===== src/rtl/alu_operand_stage.sv =====
// Operand-fetch / result-writeback stage around an external combinational 32-bit ALU.
// Define ALU_OPERAND_FWD_EN to bypass the in-flight result to a dependent command instead of stalling.
module alu_operand_stage #(
  parameter int REG_AW = 3
) (
  input  logic              clk,
  input  logic              rst,
  input  logic              cmd_valid,
  output logic              cmd_ready,
  input  logic [3:0]        cmd_op,
  input  logic [REG_AW-1:0] cmd_rd,
  input  logic [REG_AW-1:0] cmd_rs1,
  input  logic [REG_AW-1:0] cmd_rs2,
  input  logic              cmd_imm_en,
  input  logic [31:0]       cmd_imm,
  output logic [31:0]       alu_a,
  output logic [31:0]       alu_b,
  output logic [3:0]        alu_control,
  input  logic [31:0]       alu_result,
  input  logic              alu_zero,
  output logic              res_valid,
  input  logic              res_ready,
  output logic [31:0]       res_data,
  output logic [REG_AW-1:0] res_rd,
  output logic              res_zero,
  output logic [31:0]       ops_retired
);

  localparam int NREG = 1 << REG_AW;

  logic              iss_valid_q, iss_valid_d;
  logic [31:0]       alu_a_q, alu_a_d, alu_b_q, alu_b_d;
  logic [3:0]        alu_control_q, alu_control_d;
  logic [REG_AW-1:0] iss_rd_q, iss_rd_d;
  logic              res_valid_q, res_valid_d;
  logic [31:0]       res_data_q, res_data_d;
  logic [REG_AW-1:0] res_rd_q, res_rd_d;
  logic              res_zero_q, res_zero_d;
  logic [31:0]       ops_retired_q, ops_retired_d;
  logic [31:0]       rf_q [NREG];
  logic [31:0]       rf_d [NREG];

  logic              res_load, iss_advance, wb_en, hazard, cmd_fire;
  logic [31:0]       rs1_val, rs2_val;

  assign res_load    = iss_valid_q & (~res_valid_q | res_ready);
  assign iss_advance = ~iss_valid_q | res_load;
  assign wb_en       = res_load & (iss_rd_q != '0);

`ifdef ALU_OPERAND_FWD_EN
  assign hazard = 1'b0;
`else
  // Without a bypass, a command reading the in-flight destination waits for writeback.
  assign hazard = iss_valid_q & (iss_rd_q != '0) &
                  ((cmd_rs1 == iss_rd_q) | (~cmd_imm_en & (cmd_rs2 == iss_rd_q)));
`endif

  assign cmd_ready = iss_advance & ~hazard;
  assign cmd_fire  = cmd_valid & cmd_ready;

  always_comb begin
    rs1_val = rf_q[cmd_rs1];
    rs2_val = rf_q[cmd_rs2];
`ifdef ALU_OPERAND_FWD_EN
    if (wb_en && (iss_rd_q == cmd_rs1)) rs1_val = alu_result;
    if (wb_en && (iss_rd_q == cmd_rs2)) rs2_val = alu_result;
`endif
    if (cmd_rs1 == '0) rs1_val = '0;
    if (cmd_rs2 == '0) rs2_val = '0;
  end

  always_comb begin
    iss_valid_d   = iss_valid_q;
    alu_a_d       = alu_a_q;
    alu_b_d       = alu_b_q;
    alu_control_d = alu_control_q;
    iss_rd_d      = iss_rd_q;
    if (cmd_fire) begin
      iss_valid_d   = 1'b1;
      alu_a_d       = rs1_val;
      alu_b_d       = cmd_imm_en ? cmd_imm : rs2_val;
      alu_control_d = cmd_op;
      iss_rd_d      = cmd_rd;
    end else if (res_load) begin
      iss_valid_d = 1'b0;
    end
  end

  always_comb begin
    res_valid_d   = res_valid_q;
    res_data_d    = res_data_q;
    res_rd_d      = res_rd_q;
    res_zero_d    = res_zero_q;
    ops_retired_d = ops_retired_q;
    rf_d          = rf_q;
    if (res_load) begin
      res_valid_d = 1'b1;
      res_data_d  = alu_result;
      res_rd_d    = iss_rd_q;
      res_zero_d  = alu_zero;
    end else if (res_valid_q && res_ready) begin
      res_valid_d = 1'b0;
    end
    if (res_valid_q && res_ready) ops_retired_d = ops_retired_q + 32'd1;
    if (wb_en) rf_d[iss_rd_q] = alu_result;
  end

  // ISSUE and RESULT stage registers plus register file
  always_ff @(posedge clk or posedge rst) begin
    if (rst) begin
      iss_valid_q   <= 1'b0;
      alu_a_q       <= '0;
      alu_b_q       <= '0;
      alu_control_q <= '0;
      iss_rd_q      <= '0;
      res_valid_q   <= 1'b0;
      res_data_q    <= '0;
      res_rd_q      <= '0;
      res_zero_q    <= 1'b0;
      ops_retired_q <= '0;
      for (int i = 0; i < NREG; i++) rf_q[i] <= '0;
    end else begin
      iss_valid_q   <= iss_valid_d;
      alu_a_q       <= alu_a_d;
      alu_b_q       <= alu_b_d;
      alu_control_q <= alu_control_d;
      iss_rd_q      <= iss_rd_d;
      res_valid_q   <= res_valid_d;
      res_data_q    <= res_data_d;
      res_rd_q      <= res_rd_d;
      res_zero_q    <= res_zero_d;
      ops_retired_q <= ops_retired_d;
      for (int i = 0; i < NREG; i++) rf_q[i] <= rf_d[i];
    end
  end

  assign alu_a       = alu_a_q;
  assign alu_b       = alu_b_q;
  assign alu_control = alu_control_q;
  assign res_valid   = res_valid_q;
  assign res_data    = res_data_q;
  assign res_rd      = res_rd_q;
  assign res_zero    = res_zero_q;
  assign ops_retired = ops_retired_q;

endmodule

===== config.mk =====
export PLATFORM = sky130hd
export DESIGN_NAME = alu_operand_stage
export DESIGN_NICKNAME = d
export VERILOG_FILES = /design/src/rtl/alu_operand_stage.sv
export SDC_FILE = /design/constraint.sdc
export NUM_CORES = 1
export LEC_CHECK = 0
export CAP_MARGIN = 0
export CORE_ASPECT_RATIO = 1.2
export CORE_UTILIZATION = 45
export DETAILED_ROUTE_END_ITERATION = 10
export GPL_ROUTABILITY_DRIVEN = 0
export PLACE_DENSITY = 0.79
export SLEW_MARGIN = 20
export SYNTH_ARGS = -nofsm -noshare
export SYNTH_HDL_FRONTEND = slang
export SYNTH_SLANG_ARGS = --single-unit

===== constraint.sdc =====
create_clock -name clk -period 12.4 [get_ports clk]
set_input_delay 2.48 -clock clk [delete_from_list [all_inputs] [get_ports clk]]
set_output_delay 2.48 -clock clk [all_outputs]
set_load 0.005 [all_outputs]

==> results.md <==
* Number of enable flip-flop cells after synthesis at 0
* Pin count of the biggest net entering global routing at 157
* Synthesis Warnings at 0
* CP Max Fanout at 7
* Die Height at 220 µm
* First-pass GRT wire length at 72.2 mm
* Cell total after placement at 2001
* Core area at 38800 µm²
* Syn Area/Cell at 13.3 µm²
* Sw frac at 0.293
* CP Data Required Time at 9.92 ns
* Max-slew headroom at 0.213
* Worst-margin pin slew at 1.18 ns
* Rows at 79
* Top-area cell type share of the netlist area at 0.514
* Commonest non-fill, non-tap cell in the layout: dfrtp_1
* Post-Route WL at 46.0 mm
* DRC viols at 0
* CP max stage delay at 0.55 ns
* CTS sink count at 365
* Crit path launch type: input pin
* Post-route insts no fill at 2072
* Sequential cell area fraction in the yosys report at 0.514
* Layout cells sized above 1 at 0.338
* Final Critical Period at 7.02 ns
* CP max-delay cell: clkdlybuf4s50_1
* CTS H-tree depth at 2
* Remaining global-route overflow at 0
* Post-Synthesis Cells at 1333
* Setup Fix Bufs, Post-CTS at 0
* Via count at 12000
* Outcome: completed
* Comb power frac at 0.340
* Seq pwr share at 0.433
* Number of top-level pins at 221
* #FFs+latches synth at 365
* Routed vias/inst at 5.79
* Clock Root Buffer: clkbuf_16
* Worst Skew at 0.0112 ns
* Clk_lat worst skew at 0.54 ns
* Final setup violation count at 0
* Most frequent cells in the layout: 365 x dfrtp_1, 306 x mux2_2, 214 x clkdlybuf4s50_1, 156 x nand2_1, 64 x mux4_2
* Most frequent CP cell: clkdlybuf4s50_1
* FILL cells at 3156
* Vias in the first global route at 12500
* Post-synth top flop: dfrtp_1
* Critical Path Sink Type: primary output
* CTS Hold Bufs at 0
* RSZ-0062 raised after global routing: false
* Area growth syn-to-layout at 21.5%
* Min-delay worst type: flip-flop to flip-flop
* Num CTS Buffers at 38
* Cell chain of the critical path: clkdlybuf4s50_1 > xor2_1 > or4_1 > a21oi_2 > a21oi_1 > clkdlybuf4s50_1
* Maxcap violations at 0
* Worst VDD drop at 110 µV
* Iter 0 DRT Violations at 1171
* Max-slew violation count at 0
* Kind of critical path: input pin to primary output
* Leakage at 0.00923 µW
* Die X at 183 µm
* Power Density at 228 nW/µm²
* CTS max path bufs at 3
* CTS tree: built
* Setup TNS at 0 ns
* Clock power share at 0.227
* Count of cell types in the netlist at 41
* Post-cts sizing count at 0
* Initial antenna violation count at 3
* HPWL Detailed at 27.6 mm
* Fin. Hold Viols at 0
* Area contributors post-synth: dfrtp_1 51%, mux2_2 19%, mux4_2 8.1%
* Mapped Nets at 1417
* GRT Total Usage at 0.233
* Critical path arrival at 4.54 ns
* Starting Density at 0.457
* Internal cell power at 3470 µW
* FFs w/ async S/R, synth at 1.00
* Worst-path clk slew at 0.06 ns
* Die ar. at 40300 µm²
* Fmax at 142 MHz
* Sw power at 1440 µW
* Synthesized cell area at 17800 µm²
* Wire per inst at 22.2 µm
* Drt first pass iters at 5
* ANT nets after route at 0
* Tot Pwr at 4910 µW
* Area leader, netlist: dfrtp_1
* Port bufs at 220
* Post-route clock period utilization at 0.566
* Final #Nets at 1600
area by class of cell:
type,count,area [µm²],area share
well taps,526,658,0.0305
inverters,3,15.0,0.000696
multi-input cells,870,8170,0.379
clock inverters,12,76.3,0.00354
repair buffers,238,2350,0.109
clock buffers,55,1160,0.0536
diodes,3,7.51,0.000348
flip-flops and latches,365,9130,0.423
state kept, by name (all words and copies together) (netlist names):
name / count
alu_b: 32
res_valid: 1
res_rd: 3
ops_retired: 32
alu_a: 32
alu_control: 4
iss_valid_q: 1
rf_q: 224
iss_rd_q: 3
res_data: 32
res_zero: 1
power by group through the flow:
stage                     Combinational [µW]  Clock (µW)  Sequential (µW)
after global placement                  1630           0             2090
after detailed placement                1670           0             2130
after floorplan                         1080           0             2020
after global routing                    1800        1190             2190
final                                   1670        1120             2130
after CTS                               1680        1140             2120
Yosys cell counts, types with 7 or more instances:
master and n:
mux2_4 50, xnor2_1 24, buf_6 7, a221oi_1 31, nor2b_1 34, nand2_1 157
buf_1 8, nor3_1 31, clkbuf_1 42, nand4_1 10, nand3_1 8, mux4_2 64
xor2_1 13, nor2_1 38, a22oi_1 32, o21ai_0 34, dfrtp_1 365, mux2_2 306
buf_2 35
kinds of logic after synthesis:
logic type               share of synthesized area
XOR/XNOR                                    0.0183
adder cells (fa/ha/maj)                   0.000705
flip-flops                                   0.514
buffers and inverters                       0.0268
multiplexers                                 0.320
AND/OR/NAND/NOR                             0.0787
AO/OA/AOI/OAI                               0.0410
layer usage:
metal | global-route usage | part of all wire | vias to the layer above
li1 | - | - | 5226
met1 | 0.301 | 0.41 | 6284
met2 | 0.400 | 0.51 | 400
met3 | 0.0372 | 0.054 | 81
met4 | 0.0778 | 0.027 | 2
met5 | 0 | 0.00020 | -
critical path, delay by kind of cell:
| kind | cells | cell delay (ns) |
|---|---|---|
| compound gates | 2 | 0.34 |
| xor+xnor | 1 | 0.20 |
| simple gates | 1 | 0.50 |
| buf+inv | 2 | 1.01 |
through the flow:
step           worst slack (ns)  hold WS (ns)  cell area (µm²)  utilization
2_1_floorplan              5.02         0.468            17800            -
3_3_place_gp               5.45         0.459            20300        0.523
3_5_place_dp               5.39         0.461            20300        0.523
4_1_cts                    5.38         0.477            21500        0.554
5_1_grt                    5.31         0.496            21600        0.555
6_report                   5.38         0.473            21600        0.555
final timing paths:
path	from	end	slack, ns	cells after the start
worst max-delay path	cmd_rs2[2]	cmd_ready	5.38	6
worst min-delay path	res_data[4]	res_data[4]	0.47	2
worst max register to register	res_valid	rf_q[166]	8.99	6
worst min register to register	res_data[4]	res_data[4]	0.47	2
max in group asynchronous	rst	rf_q[133]	7.73	5
min in group asynchronous	rst	alu_control[3]	2.48	3
No activity file was read; power rests on OpenSTA's default activity.
